## config.mk

```make
export PLATFORM = sky130hd
export DESIGN_NAME = spi_byte_master_flat
export DESIGN_NICKNAME = d
export VERILOG_FILES = /design/src/rtl/spi_pkg.sv /design/src/rtl/spi_byte_master_if.sv /design/src/rtl/spi_clk_div.sv /design/src/rtl/spi_byte_master.sv /design/src/flat_wrapper.sv
export SDC_FILE = /design/constraint.sdc
export NUM_CORES = 1
export LEC_CHECK = 0
export ABC_AREA = 1
export CORE_MARGIN = 1
export CORE_UTILIZATION = 29
export CTS_CLUSTER_DIAMETER = 50
export CTS_CLUSTER_SIZE = 10
export DETAILED_ROUTE_END_ITERATION = 6
export HOLD_SLACK_MARGIN = 0.03
export PLACE_DENSITY_LB_ADDON = 0.25
export SLEW_MARGIN = 25
export SYNTH_ARGS = -nofsm -noshare
export SYNTH_HDL_FRONTEND = slang
export SYNTH_SLANG_ARGS = --single-unit
```

## constraint.sdc

```tcl
create_clock -name clk -period 1.8 [get_ports clk]
set_input_delay 0.18 -clock clk [delete_from_list [all_inputs] [get_ports clk]]
set_output_delay 0.18 -clock clk [all_outputs]
set_load 0.02 [all_outputs]
```

## src/rtl/spi_pkg.sv

```systemverilog
// Shared SPI definitions: state encoding, byte width, default divider and bit-order helpers.
// Defining SPI_LSB_FIRST_EN switches both shift directions to LSB-first.
package spi_pkg;

  localparam int SPI_BYTE_W      = 8;
  localparam int SPI_CLK_DIV_DEF = 2;

  typedef enum logic [2:0] {
    ST_IDLE = 3'd0,
    ST_LEAD = 3'd1,
    ST_HIGH = 3'd2,
    ST_LOW  = 3'd3,
    ST_DONE = 3'd4
  } spi_state_e;

  // Bit placed on MOSI from a transmit shift register.
  function automatic logic first_bit(input logic [SPI_BYTE_W-1:0] b);
`ifdef SPI_LSB_FIRST_EN
    return b[0];
`else
    return b[SPI_BYTE_W-1];
`endif
  endfunction

  function automatic logic [SPI_BYTE_W-1:0] tx_shift(input logic [SPI_BYTE_W-1:0] b);
`ifdef SPI_LSB_FIRST_EN
    return b >> 1;
`else
    return b << 1;
`endif
  endfunction

  // Receive assembly: first sampled bit ends at the MSB (default) or LSB.
  function automatic logic [SPI_BYTE_W-1:0] rx_shift(input logic [SPI_BYTE_W-1:0] rx,
                                                     input logic              b);
`ifdef SPI_LSB_FIRST_EN
    return {b, rx[SPI_BYTE_W-1:1]};
`else
    return {rx[SPI_BYTE_W-2:0], b};
`endif
  endfunction

endpackage

```

## src/rtl/spi_byte_master_if.sv

```systemverilog
// Command/data handshake plus SPI pins of the byte master.
// 'slave' is the byte master's view; 'master' is the sequencer and SPI bus side.
interface spi_byte_master_if;
  import spi_pkg::*;

  logic                  start;
  logic [SPI_BYTE_W-1:0] byte_in;
  logic                  miso;
  logic                  busy;
  logic                  done;
  logic [SPI_BYTE_W-1:0] slave_output;
  logic                  sclk;
  logic                  mosi;

  modport master (
    output start, byte_in, miso,
    input  busy, done, slave_output, sclk, mosi
  );

  modport slave (
    input  start, byte_in, miso,
    output busy, done, slave_output, sclk, mosi
  );

endinterface

```

## src/rtl/spi_clk_div.sv

```systemverilog
// Loadable phase timer: after a load, phase_end ticks in the CLK_DIV-th cycle of the phase.
// The FSM reloads it on every phase change, so it never wraps mid-phase.
module spi_clk_div
  import spi_pkg::*;
#(
  parameter int CLK_DIV = SPI_CLK_DIV_DEF
) (
  input  logic clk,
  input  logic rst,
  input  logic run,
  input  logic load,
  output logic phase_end
);

  localparam logic [7:0] RELOAD = 8'(CLK_DIV - 1);

  logic [7:0] cnt;

  // NOTE: clocked state is always assigned with <= so every flop samples pre-edge values.
  always_ff @(posedge clk or negedge rst) begin
    if (!rst) begin
      cnt <= 8'd0;
    end else if (load) begin
      cnt <= RELOAD;
    end else if (cnt != 8'd0) begin
      cnt <= cnt - 8'd1;
    end
  end

  assign phase_end = run && (cnt == 8'd0);

endmodule

```

## src/rtl/spi_byte_master.sv

```systemverilog
// Mode-0 SPI byte master: shifts byte_in out on MOSI while assembling MISO into slave_output.
// Bit order follows SPI_LSB_FIRST_EN (undefined: MSB-first); timing is the same in both builds.
module spi_byte_master
  import spi_pkg::*;
#(
  parameter int CLK_DIV = SPI_CLK_DIV_DEF  // SCLK half-period in clk cycles, 1..255
) (
  input  logic              clk,
  input  logic              rst,
  spi_byte_master_if.slave  bus
);

  spi_state_e            state;
  logic [SPI_BYTE_W-1:0] tx_sh;
  logic [SPI_BYTE_W-1:0] rx_sh;
  logic [2:0]            bit_cnt;
  logic                  busy_q;
  logic                  done_q;
  logic [SPI_BYTE_W-1:0] out_q;
  logic                  sclk_q;
  logic                  mosi_q;
  logic                  phase_end;
  logic                  load;

  // Restart the phase timer on acceptance and at every phase boundary.
  assign load = (state == ST_IDLE) ? bus.start : phase_end;

  spi_clk_div #(.CLK_DIV(CLK_DIV)) u_clk_div (
    .clk       (clk),
    .rst       (rst),
    .run       (busy_q),
    .load      (load),
    .phase_end (phase_end)
  );

  // NOTE: every register, shift registers included, is reset so an aborted transfer leaves nothing behind.
  always_ff @(posedge clk or negedge rst) begin
    if (!rst) begin
      state   <= ST_IDLE;
      tx_sh   <= '0;
      rx_sh   <= '0;
      bit_cnt <= 3'd0;
      busy_q  <= 1'b0;
      done_q  <= 1'b0;
      out_q   <= '0;
      sclk_q  <= 1'b0;
      mosi_q  <= 1'b0;
    end else begin
      done_q <= 1'b0;
      case (state)
        ST_IDLE: begin
          if (bus.start) begin
            tx_sh   <= bus.byte_in;
            rx_sh   <= '0;
            bit_cnt <= 3'd7;
            mosi_q  <= first_bit(bus.byte_in);
            busy_q  <= 1'b1;
            state   <= ST_LEAD;
          end
        end
        ST_LEAD: begin
          if (phase_end) begin
            sclk_q <= 1'b1;
            state  <= ST_HIGH;
          end
        end
        ST_HIGH: begin
          // Falling SCLK edge: the slave's bit is still valid here.
          if (phase_end) begin
            sclk_q <= 1'b0;
            rx_sh  <= rx_shift(rx_sh, bus.miso);
            if (bit_cnt == 3'd0) begin
              out_q  <= rx_shift(rx_sh, bus.miso);
              done_q <= 1'b1;
              state  <= ST_DONE;
            end else begin
              bit_cnt <= bit_cnt - 3'd1;
              tx_sh   <= tx_shift(tx_sh);
              mosi_q  <= first_bit(tx_shift(tx_sh));
              state   <= ST_LOW;
            end
          end
        end
        ST_LOW: begin
          if (phase_end) begin
            sclk_q <= 1'b1;
            state  <= ST_HIGH;
          end
        end
        ST_DONE: begin
          busy_q <= 1'b0;
          state  <= ST_IDLE;
        end
        default: begin
          state <= ST_IDLE;
        end
      endcase
    end
  end

  assign bus.busy         = busy_q;
  assign bus.done         = done_q;
  assign bus.slave_output = out_q;
  assign bus.sclk         = sclk_q;
  assign bus.mosi         = mosi_q;

endmodule

```

## src/flat_wrapper.sv

```systemverilog
// flat-port wrapper written by rule: the top's interface ports become plain ports
module spi_byte_master_flat import spi_pkg::*;
#(
  parameter int CLK_DIV = SPI_CLK_DIV_DEF                                           
)
  (clk, rst, bus_start, bus_byte_in, bus_miso, bus_busy, bus_done, bus_slave_output, bus_sclk, bus_mosi);
  spi_byte_master_if bus_i ();
  input  logic clk;
  input  logic rst;
  input wire logic [$bits(bus_i.start)-1:0] bus_start;
  input wire logic [$bits(bus_i.byte_in)-1:0] bus_byte_in;
  input wire logic [$bits(bus_i.miso)-1:0] bus_miso;
  output wire logic [$bits(bus_i.busy)-1:0] bus_busy;
  output wire logic [$bits(bus_i.done)-1:0] bus_done;
  output wire logic [$bits(bus_i.slave_output)-1:0] bus_slave_output;
  output wire logic [$bits(bus_i.sclk)-1:0] bus_sclk;
  output wire logic [$bits(bus_i.mosi)-1:0] bus_mosi;
  assign bus_i.start = bus_start;
  assign bus_i.byte_in = bus_byte_in;
  assign bus_i.miso = bus_miso;
  assign bus_busy = bus_i.busy;
  assign bus_done = bus_i.done;
  assign bus_slave_output = bus_i.slave_output;
  assign bus_sclk = bus_i.sclk;
  assign bus_mosi = bus_i.mosi;
  spi_byte_master #(.CLK_DIV(CLK_DIV)) u_core (.clk(clk), .rst(rst), .bus(bus_i));
endmodule
```

After elaboration in Yosys (flattened, before gate mapping)
Index checks and enable logic that the tools add are counted.
{ "op_classes": {"n_addsub": 2, "mul": 0, "n_shift": 0, "div_mod_pow": 0, "muxes": 31, "n_lt_le_gt_ge": 0, "reduce_logical": 16, "bitwise": 0, "n_eq_ne": 8} }
{ "ops": {"columns": ["cell", "n"], "rows": [
  ["$mux 7", 5],
  ["$pmux 7 s2", 2],
  ["$mux 3", 7],
  ["$mux 8", 2],
  ["$reduce_and 3->1", 4],
  ["$mux 1", 10],
  ["$pmux 3 s3", 1],
  ["$logic_not 8->1", 1],
  ["$reduce_bool 2->1", 4],
  ["$reduce_bool 8->1", 1],
  ["$sub 8x1->8 const B", 1],
  ["$eq 3x2->1 const B", 2],
  ["$logic_not 3->1", 2],
  ["$pmux 1 s2", 3],
  ["$pmux 3 s2", 1],
  ["$ne 2x1->1 const B", 2],
  ["$ne 2x2->1 const B", 2],
  ["$reduce_and 4->1", 1],
  ["$eq 3x1->1 const B", 1],
  ["$eq 3x3->1 const B", 1],
  ["$sub 3x1->3 const B", 1],
  ["$reduce_and 2->1", 1],
  ["$reduce_or 2->1", 1],
  ["$logic_and 1x1->1", 1]
]} }
{ "word_totals": {"mem_bits_rw": 0, "inputBits": 12, "memories": 0, "mem_bits_ro": 0, "word_cells": 67, "latchBits": 0, "register_bits": 40, "output_inout_bits": 12} }

Logic depth before layout (Yosys ltp)
{ "depth": {"depth_word": 4, "ltp_mapped": 10, "ltp_nobuf": 10} }

Modules after synthesis
From an unflattened synthesis, not the netlist that was laid out.
{ "hier_totals": {"hier_cells": 250, "area_unflattened_um2": 2026.9} }
{ "modules_own_cells": {"columns": ["mod", "area_each_um2", "instances", "cells_each"], "rows": [
  ["spi_byte_master", 1539.0, 1, 183],
  ["spi_clk_div", 488.0, 1, 67]
]} }

Worst setup path before layout
Ideal clock, no wire load.
{ "synth_path": {"path_kind": "reg2reg", "startpoint": "register u_core.u_clk_div.cnt[0]", "endpoint": "register u_core.mosi_q, in the netlist u_core.bus.mosi", "synth_period_minus_slack_ns": 1.440, "path_stages_with_launch": 11, "path_buffers": 1, "t_required_ns": 1.683, "path_slack_ns": 0.360, "arrival_ns": 1.323, "path_cell_list": "dfrtp_1 inv_1 ha_1 nand2_1 nor2_2 nand3_4 nand2_2 nand2_2 buf_6 nand2_1 nand2_1"} }
{ "synth_via": {"elab_chain_cells": 4} }
{ "synth_rtl": {"columns": ["item", "line_no", "source"], "rows": [
  ["start, declared", "spi_clk_div.sv:17", "logic [7:0] cnt;"],
  ["start signal, assigned", "spi_clk_div.sv:26", "cnt <= cnt - 8'd1;"],
  ["$logic_not 8->1", "spi_clk_div.sv:30", "assign phase_end = run && (cnt == 8'd0);"],
  ["$logic_and 1x1->1", "spi_clk_div.sv:30", null],
  ["$ne 2x1->1 (no source line)", null, null],
  ["$reduce_and 4->1 (no source line)", null, null],
  ["end signal, assigned", "spi_byte_master.sv:56", "mosi_q <= first_bit(bus.byte_in);"],
  ["end signal, assigned", "spi_byte_master.sv:79", "mosi_q <= first_bit(tx_shift(tx_sh));"],
  ["end, declared", "spi_byte_master.sv:21", "logic mosi_q;"]
]} }
Every way passes these cells.
A chain may end at the register's enable or synchronous reset.

Final worst setup path
{ "layout_path": {"startpoint": "register u_core.u_clk_div.cnt[0]", "endpoint": "register u_core.bit_cnt[1]"} }
{ "layout_via": {"elab_chain_cells": 4} }
{ "layout_rtl": {"columns": ["item", "line_no", "source"], "rows": [
  ["$logic_not 8->1", "spi_clk_div.sv:30", null],
  ["$logic_and 1x1->1", "spi_clk_div.sv:30", null],
  ["$ne 2x1->1 (no source line)", null, null],
  ["$reduce_and 4->1 (no source line)", null, null],
  ["end signal, assigned", "spi_byte_master.sv:77", "bit_cnt <= bit_cnt - 3'd1;"],
  ["end, declared", "spi_byte_master.sv:16", "logic [2:0] bit_cnt;"]
]} }
Every way passes these cells.

==> qor.yml <==
power:
  peakVddDrop_v: 0.0002883
  p_per_area_nw_per_um2: 788.6
  switching_share: 0.1798
  intPower_mw: 1.618
  comb_power_share: 0.027
  p_sw_mw: 0.3547
  p_leak_nw: 1.355
  clockPowerShare: 0.518
  p_seq_frac: 0.455
routing:
  wirelength_um: 4049
  via_per_inst: 4.449
  drc: 0
  drt_pass1_iterations: 6
  avgRoutedWirePerCell_um: 10.94
  drt_iter0_markers: 64
  ant_nets: 0
  via_count: 1646
yosys:
  synth.most_common_cell: "nand2_1"
  yosysSeqAreaShare: 0.4935
  synth_top_area_frac: 0.4935
  syn_inst: 260
  yosysWarningCount: 0
  syn_area_per_cell_um2: 7.801
  synth_area_leaders: "dfrtp_1, nand2_1, nand3_1, inv_1, nor2_1"
  syn_nets: 276
  synthArstFlopShare: 1.000
  ys_types: 24
  ys.flop_type: "dfrtp_1"
  yosysTopAreaCell: "dfrtp_1"
  synth_edf_count: 0
  synthTopCellsByCount: "nand2_1, dfrtp_1, nand3_1"
  syn_area_um2: 2028
  synth-seq-cells: 40
worst_setup_path:
  crit_type: "reg2reg"
  r2r_end: "u_core.bit_cnt[1]$_DFFE_PN0P_"
  crit_path_cell_trace: "inv_1, ha_1, nand2_1, nor2_2, nand3_4, nand2_2, buf_4, nand3_1, nand2_1"
  endpoint_kind: "flop"
  crit_required_ns: 2.03
  worstRegToRegCells: 9
  cp_common_cell: "nand2_1"
  cp-start-kind: "flop"
  arrival_ns: 1.81
  reg2reg_slack_ns: 0.22
  crit_path_max_fanout: 7
  critPathMaxStageDelay_ns: 0.38
  worstReg2RegStart: "u_core.u_clk_div.cnt[0]$_DFFE_PN0P_"
  crit_slowest_cell: "dfrtp_1"
clock_tree:
  cts_root_buf: "clkbuf_8"
  clk_pin_slew_worst_paths_ns: 0.08
  clock-sinks: 40
  clock_latency_ns: 0.29
  cts_htree_levels: 2
  clockBufferDepth: 2
  cts_tree: "done"
  numCtsBuffers: 5
die:
  coreArea_um2: 6756
  die_y_um: 85.63
  start_util: 0.3002
  fp.dieW_um: 85.63
  num_io_pins: 24
  rows: 30
  dieArea_um2: 7333
place:
  routabilityCongestion: 0.7403
  place_ws_ns: 0.1993
  dp_hpwl_um: 2807
  postPlaceCellArea_um2: 2327
  port_buffers: 23
layout:
  finalInstanceArea_um2: 2501
  syn_to_final_growth_pct: 23.32
  nets: 305
  n_antenna_cell: 0
  drive_gt1_frac: 0.1276
  fin_util: 0.3702
global_routing:
  grt.total_usage: 0.1264
  grt_max_degree: 41
  gr-total-overflow: 0
  grt_pass1_wl_um: 7258
  grt_pass1_vias: 1584
  grt_antenna_before_repair: 0
sta:
  relSlewSlack: 0.6565
  setup_viol_count_final: 0
  clock_skew_ns: 0.006086
  worst_slack_ns: 0.2213
  tightest_slew_ns: 0.5153
  rsz0062_at_grt: "no"
  finalMaxSlewViolations: 0
  min_period_ns: 1.579
  hold_viol_final: 0
  period_share: 0.8771
  fin_tns_setup_ns: 0
  fmax_mhz: 633.4
  hold_slack_ns: 0.4725
flow_run:
  drv_cap: 0
min_path:
  hold_class: "in2async"
run_status:
  status: "finished, final reports clean"
## flip-flops by register name, summed over array words and instances, names as in the netlist
signal and flops:
u_core.bus.sclk 1, u_core.state 3, u_core.tx_sh 7, u_core.bus.slave_output 8
u_core.u_clk_div.cnt 8, u_core.bit_cnt 3, u_core.bus.mosi 1, u_core.bus.busy 1
u_core.bus.done 1, u_core.rx_sh 7
## how the worst max path moves through the flow
stage,slack [ns],depth (start not counted),startpoint,to
after floorplan,0.36,10,u_core.u_clk_div.cnt[0]$_DFFE_PN0P_,u_core.bus.mosi$_DFFE_PN0P_
final,0.22,9,u_core.u_clk_div.cnt[0]$_DFFE_PN0P_,u_core.bit_cnt[1]$_DFFE_PN0P_
after detailed placement,0.20,9,u_core.u_clk_div.cnt[0]$_DFFE_PN0P_,u_core.tx_sh[4]$_DFFE_PN0P_
after global routing,0.02,10,u_core.u_clk_div.cnt[0]$_DFFE_PN0P_,u_core.u_clk_div.cnt[1]$_DFFE_PN0P_
after global placement,0.23,9,u_core.u_clk_div.cnt[0]$_DFFE_PN0P_,u_core.bit_cnt[0]$_DFFE_PN0P_
after CTS,0.17,9,u_core.u_clk_div.cnt[0]$_DFFE_PN0P_,u_core.tx_sh[4]$_DFFE_PN0P_
## metrics by stage
stage / std cells / power [mW]
global route: 370 / 2.042
floorplan: 260 / 0.9240
detailed placement: 361 / 0.9694
finish: 370 / 1.972
CTS: 370 / 2.000
global placement: 361 / 0.9693
## cell families after synthesis
family,count (synthesis),share of synthesized area
AO/OA/AOI/OAI,7,0.01727
adder cells (fa/ha/maj),4,0.02468
buffers and inverters,31,0.07711
flip-flops,40,0.4935
AND/OR/NAND/NOR,178,0.3874
## cell usage in the layout (no fill, tap or decap), drive strengths merged
master,count
ha,4
nor2,20
a21oi,2
bufinv,3
nand4,8
clkinv,1
clkdlybuf4s50,22
nand3b,2
nand3,18
nor3,2
clkbuf,5
nand2,128
o21ai,5
dfrtp,40
dlygate4sd3,1
buf,4
inv,25
## power groups by stage
stage / logic (mW) / registers (mW) / clock network [mW]
floorplan: 0.00813 / 0.916 / 0
global placement: 0.0537 / 0.916 / 0
detailed placement: 0.0538 / 0.916 / 0
CTS: 0.0552 / 0.898 / 1.05
global route: 0.0608 / 0.898 / 1.08
finish: 0.0528 / 0.898 / 1.02
## critical path, delay by kind of cell, from the launching register on
| family | cells | cell delay (ns) |
|---|---|---|
| adders and majority gates | 1 | 0.16 |
| buffers and inverters | 2 | 0.31 |
| DFF | 1 | 0.38 |
| and+or+nand+nor | 6 | 0.66 |
## routing by layer
layer	vias up	track usage	routed length [um]
met5	-	0	0
met4	0	0.05455	70
met3	7	0.02791	134
met2	25	0.2015	1834
met1	749	0.1658	2010
li1	865	-	-
## area by class of cell
type | instances | area [um2]
fill | 701 | 4255
sequential | 40 | 1001
multi-input combinational | 189 | 875.8
timing repair buffer | 27 | 257.7
inverter | 26 | 107.6
tap | 80 | 100.1
clock inverter | 3 | 90.09
clock buffer | 5 | 68.82
## what timing repair did
action	CTS	global route
buffers inserted	0	0
hold endpoints to repair	40	0
hold buffers	1	0
setup endpoints to repair	0	11
gates resized for setup	0	1
Power figures use the tool's default switching activity.
